$ cat config.mk
export PLATFORM = sky130hd
export DESIGN_NAME = rr_stream_mux
export DESIGN_NICKNAME = d
export VERILOG_FILES = /design/src/rtl/rr_stream_mux.sv
export SDC_FILE = /design/constraint.sdc
export NUM_CORES = 1
export LEC_CHECK = 0
export CORE_MARGIN = 10
export CORE_UTILIZATION = 50
export CTS_CLUSTER_SIZE = 14
export DETAILED_ROUTE_END_ITERATION = 12
export DONT_BUFFER_PORTS = 1
export PLACE_DENSITY = 0.68
export RECOVER_POWER = 50
export REMOVE_ABC_BUFFERS = 1
export SETUP_SLACK_MARGIN = 0.02
export SLEW_MARGIN = 0
export SYNTH_ARGS = -nofsm -noshare
export SYNTH_HDL_FRONTEND = slang
export SYNTH_SLANG_ARGS = --single-unit
$ cat constraint.sdc
create_clock -name clk_i -period 5.1 [get_ports clk_i]
set_input_delay 1.53 -clock clk_i [delete_from_list [all_inputs] [get_ports clk_i]]
set_output_delay 1.53 -clock clk_i [all_outputs]
set_load 0.05 [all_outputs]
$ cat src/rtl/rr_stream_mux.sv
`default_nettype none
// ----------------------------------------------------------------------------
// rr_stream_mux : N-input valid/ready stream mux with burst-locked arbitration
// Revision      : 1.0
// ----------------------------------------------------------------------------
module rr_stream_mux #(
  parameter int DATA_WIDTH  = 32,
  parameter int N_INPUTS    = 4,
  parameter int ROUND_ROBIN = 1,
  localparam int SEL_W      = (N_INPUTS > 1) ? $clog2(N_INPUTS) : 1
) (
  input  logic                           clk_i,
  input  logic                           rst_i,
  input  logic [N_INPUTS*DATA_WIDTH-1:0] data_i,
  input  logic [N_INPUTS-1:0]            valid_i,
  input  logic [N_INPUTS-1:0]            last_i,
  output logic [N_INPUTS-1:0]            ready_o,
  output logic [DATA_WIDTH-1:0]          data_o,
  output logic                           valid_o,
  output logic                           last_o,
  output logic [SEL_W-1:0]               grant_o,
  input  logic                           ready_i
);

  logic [DATA_WIDTH-1:0] r_data;
  logic                  r_valid;
  logic                  r_last;
  logic [SEL_W-1:0]      r_grant;
  logic [SEL_W-1:0]      r_ptr;
  logic                  r_locked;
  logic [SEL_W-1:0]      r_lock_idx;

  logic [SEL_W-1:0]      w_sel;
  logic [SEL_W-1:0]      w_ptr_nxt;
  logic                  w_any;
  logic                  w_load_en;
  logic                  w_xfer;
  int                    w_idx;

  // A held lock overrides arbitration entirely, even when the locked channel is idle.
  always_comb begin
    w_sel = '0;
    w_any = 1'b0;
    w_idx = 0;
    if (r_locked) begin
      w_sel = r_lock_idx;
      w_any = valid_i[r_lock_idx];
    end else if (ROUND_ROBIN != 0) begin
      for (int i = 0; i < N_INPUTS; i++) begin
        w_idx = int'(r_ptr) + i;
        if (w_idx >= N_INPUTS) w_idx = w_idx - N_INPUTS;
        if (!w_any && valid_i[w_idx]) begin
          w_any = 1'b1;
          w_sel = SEL_W'(w_idx);
        end
      end
    end else begin
      for (int i = N_INPUTS - 1; i >= 0; i--) begin
        if (valid_i[i]) begin
          w_any = 1'b1;
          w_sel = SEL_W'(i);
        end
      end
    end
  end

  assign w_load_en = !r_valid || ready_i;
  assign w_xfer    = w_load_en && w_any && !rst_i;
  assign w_ptr_nxt = (w_sel == SEL_W'(N_INPUTS - 1)) ? '0 : w_sel + 1'b1;

  generate
    for (genvar k = 0; k < N_INPUTS; k++) begin : g_ready
      assign ready_o[k] = w_xfer && (w_sel == SEL_W'(k));
    end
  endgenerate

  always_ff @(posedge clk_i) begin
    if (rst_i) begin
      r_data     <= '0;
      r_valid    <= 1'b0;
      r_last     <= 1'b0;
      r_grant    <= '0;
      r_ptr      <= '0;
      r_locked   <= 1'b0;
      r_lock_idx <= '0;
    end else if (w_load_en) begin
      if (w_xfer) begin
        r_data  <= data_i[int'(w_sel)*DATA_WIDTH +: DATA_WIDTH];
        r_last  <= last_i[w_sel];
        r_grant <= w_sel;
        r_valid <= 1'b1;
        if (!last_i[w_sel]) begin
          r_locked   <= 1'b1;
          r_lock_idx <= w_sel;
        end else begin
          r_locked <= 1'b0;
          if (ROUND_ROBIN != 0) r_ptr <= w_ptr_nxt;
        end
      end else begin
        r_valid <= 1'b0;
      end
    end
  end

  assign data_o  = r_data;
  assign valid_o = r_valid;
  assign last_o  = r_last;
  assign grant_o = r_grant;

endmodule
`default_nettype wire

==> flow_metrics.py, run 1 <==
metrics = {
    "die": {
        "start_util_pct": 52.1,
        "dieWidth_um": 93.2,
        "ios": 179,
        "core_um2": 5140,
        "num_rows": 26,
        "die_y_um": 93.2,
        "fp.dieArea_um2": 8680,
    },
    "power_and_ir_drop": {
        "p_leak_uw": 0.00136,
        "powerDensity_nw_per_um2": 718,
        "ir_drop_mv": 0.393,
        "sw_frac_of_total_pct": 56.1,
        "p_comb_share_pct": 37.8,
        "pwr-share-seq_pct": 50.1,
        "switchingPower_uw": 1140,
        "clkPwrFrac_pct": 12.1,
        "p_int_uw": 893,
    },
    "worst_setup_path": {
        "cp.buffers_inverters": 2,
        "path_cells": "or2_2 > a21oi_1 > o21a_1 > o31a_2 > buf_4 > ha_1 > and2_1 > buf_4",
        "timing.rr.end": "data_o[31]$_SDFFE_PP0P_",
        "path_delay_family": "compound AO/OA/AOI/OAI gates",
        "rrSetupSlack_ns": 1.92,
        "r2r.worst_path.cells": 8,
        "path_class": "input pin to primary output",
        "crit_required_ns": 3.57,
        "end_kind": "primary output",
        "r2r-start": "r_ptr[1]$_SDFFE_PP0P_",
        "cp.arrival_ns": 3.13,
        "cpMaxStageDelayCell": "or2_2",
        "slowest_delay_ns": 0.30,
        "path_max_fanout": 26,
        "startpoint_type": "input pin",
        "crit_top_cell": "buf_4",
    },
    "timing": {
        "setup_violations": 0,
        "hold_viol": 0,
        "fmax_ghz": 0.215,
        "final.period_utilization_pct": 91.3,
        "period_minus_slack_ns": 4.66,
        "rsz0062_at_grt": "no",
        "fin_ws_ns": 0.443,
        "skew_ns": 0.0108,
        "slew_viol_final": 43,
        "relSlewSlack_pct": -19.8,
        "worst_slew_pin_slew_ns": 1.80,
    },
    "drt": {
        "drt-total-wl_mm": 8.87,
        "wl_met3_mm": 1.13,
        "top_layer": "met4",
        "vias_per_cell": 5.98,
        "wl_met2_mm": 4.47,
        "drc": 0,
        "post_drt_wl_per_cell_um": 20.0,
        "drtIter0Drc": 119,
        "antenna_left": 0,
        "wl_met1_mm": 3.16,
        "num_vias": 2650,
        "drt_pass1_iterations": 4,
    },
    "job": {
        "cap_viol_max_count": 1,
    },
    "synth": {
        "synth_adder_area_share_pct": 1.87,
        "syn_area_um2": 2680,
        "synth-compound-area-share_pct": 29.8,
        "yosys.cell_types.count": 46,
        "synth_xor_area_share_pct": 0,
        "yosys.area_share.simple_pct": 28.1,
        "syn_inst": 383,
        "synth_top_family_by_area": "compound AO/OA/AOI/OAI gates",
        "yosys_warnings": 0,
        "synth_seq_area_share_pct": 30.7,
        "synth_mux_area_share_pct": 3.64,
        "ys_ff_latch": 41,
        "synth_edf_count": 0,
        "syn_avg_cell_area_um2": 6.99,
        "ys.flop_type": "dfxtp_1",
        "synth-async-reset-ratio_pct": 0,
    },
    "clock_network": {
        "insertion_delay_ns": 0.30,
        "root_buffer": "clkbuf_8",
        "ctsHoldBuffers": 0,
        "cts_resized": 0,
        "ctsHtreeMaxLevel": 2,
        "path_clk_slew_ns": 0.08,
        "post_cts_buffers": 0,
        "cts_buffer_depth": 2,
        "cts.sinks": 41,
        "cts_buffers": 5,
        "cts_tree": "yes",
    },
    "min_path": {
        "hp-start": "r_lock_idx[1]$_SDFFE_PP0P_",
        "hp-class": "register to register",
        "min_to": "r_lock_idx[1]$_SDFFE_PP0P_",
        "hold_depth": 2,
    },
    "outcome": {
        "failed_checks": "capacitance limit, slew limit",
        "outcome": "finished with violations",
    },
    "placement": {
        "pre_cts_ws_ns": 0.445,
        "dp_cells": 435,
        "place_hpwl_mm": 6.88,
        "gp_congestion": 0.858,
        "io_buffers": 0,
    },
    "layout": {
        "final_layout_size_suffix_gt1_share_pct": 8.58,
        "instances_no_fill": 443,
        "syn2layout_area_growth_pct": 5.84,
        "nNetsFinal": 515,
        "num_antenna_cells": 0,
        "fillers": 524,
    },
    "global_route": {
        "antenna_found_initial": 0,
        "gr-total-overflow": 0,
        "grt_max_degree": 43,
        "grt_pass1_vias": 2735,
        "grt_pass1_wl_mm": 13.6,
        "grtUsageTotal_pct": 19.0,
    },
}
final cells by class:
| class | instances | area (um^2) | area share [%] |
|---|---|---|---|
| multi-input cells | 305 | 1690 | 59.5 |
| well taps | 70 | 87.6 | 3.09 |
| clock buffers | 7 | 96.3 | 3.40 |
| repair buffers | 12 | 108 | 3.80 |
| flip-flops and latches | 41 | 821 | 29.0 |
| inverters | 7 | 26.3 | 0.927 |
| clock inverters | 1 | 8.76 | 0.309 |
worst max path at each step:
stage	startpoint	end	slack, ns	cells past startpoint
4_1_cts	valid_i[2]	ready_o[1]	0.44	8
6_report	valid_i[2]	ready_o[1]	0.44	8
3_3_place_gp	valid_i[1]	ready_o[1]	0.49	8
3_5_place_dp	valid_i[2]	ready_o[1]	0.45	8
5_1_grt	valid_i[2]	ready_o[1]	0.31	8
2_1_floorplan	valid_i[2]	ready_o[3]	-1.79	7
registers in the layout, indices dropped and copies added, names as in the netlist:
signal and cells:
data_o 32, grant_o 2, last_o 1, r_lock_idx 2
r_locked 1, r_ptr 2, valid_o 1
cell usage after synthesis (2+ instances only):
library cell / instances / share of area [%]
dfxtp_1: 41 / 31
nor2_1: 10 / 1.4
nand2_1: 138 / 19
buf_2: 16 / 3.0
o211ai_1: 2 / 0.56
a21boi_0: 2 / 0.56
inv_1: 6 / 0.84
a21oi_1: 68 / 13
nor3b_1: 2 / 0.56
clkbuf_1: 13 / 1.8
nand3_1: 2 / 0.37
nor2b_1: 3 / 0.70
o21ai_0: 2 / 0.37
or3b_1: 2 / 0.65
o21a_1: 2 / 0.56
a211o_1: 33 / 11
and2_1: 5 / 1.2
mux2_2: 3 / 1.3
ha_1: 4 / 1.9
mux2i_1: 3 / 1.1
power groups by stage:
stage               Combinational, uW  Clock [uW]  Sequential, uW
floorplan                         597           0             977
global placement                  757           0            1030
detailed placement                779           0            1030
CTS                               781         252            1020
global route                      863         264            1040
finish                            769         246            1020
tightest hold or removal path: stages (launching register included):
cell and delay (ns):
dfxtp_1 0.38, nand2_1 0.09, mux2i_1 0.06
per-layer routing:
| metal | vias up | GRT usage, % |
|---|---|---|
| li1 | 1295 | - |
| met1 | 1223 | 19.5 |
| met2 | 123 | 32.8 |
| met3 | 9 | 10.2 |
| met4 | 0 | 5.53 |
| met5 | - | 0 |
stage by stage:
step	hold slack, ns	area, um^2	setup TNS (ns)	power [uW]	utilization (%)
floorplan	0.495	2540	-10.55	1570	-
finish	0.569	2830	0	2040	55.1
detailed placement	0.558	2750	0	1810	53.5
global route	0.588	2830	0	2170	55.1
CTS	0.571	2860	0	2060	55.6
global placement	0.551	2750	0	1790	53.5
layout by cell type (no fill, tap or decap), types with 2 or more instances in the layout:
cell and instances:
inv_2 2, o21ai_0 2, nand3_1 2, buf_12 2, nor3b_1 2, or3b_1 2, dfxtp_1 41, a21oi_1 68
nor4_1 2, o211ai_1 2, nand2_1 138, inv_1 5, a21boi_0 2, mux2i_1 3, and2_1 5, o21a_1 2
ha_1 4, mux2_2 3, nor2b_1 3, clkbuf_1 2, buf_4 8, clkbuf_8 7, a211o_1 33, nor2_1 9
cells by family (layout without fill, tap and decap cells):
family	Yosys count	count (layout)
simple gates	173	173
compound gates	120	120
flops	41	41
buf+inv	37	27
mux	8	8
fa+ha+maj	4	4
Note: power is estimated with default switching activity, not from simulation.
==> run 2, diff against run 1 <==
--- a/config.mk
+++ b/config.mk
@@ -5,6 +5,7 @@
 export SDC_FILE = /design/constraint.sdc
 export NUM_CORES = 1
 export LEC_CHECK = 0
+export CAP_MARGIN = 25
 export CORE_MARGIN = 10
 export CORE_UTILIZATION = 50
 export CTS_CLUSTER_SIZE = 14
@@ -14,6 +15,7 @@
 export RECOVER_POWER = 50
 export REMOVE_ABC_BUFFERS = 1
 export SETUP_SLACK_MARGIN = 0.02
+export SKIP_CTS_REPAIR_TIMING = 1
 export SLEW_MARGIN = 0
 export SYNTH_ARGS = -nofsm -noshare
 export SYNTH_HDL_FRONTEND = slang
==> results of run 2 <==
The final DEF is identical to that of run 1; final timing and power are the same.
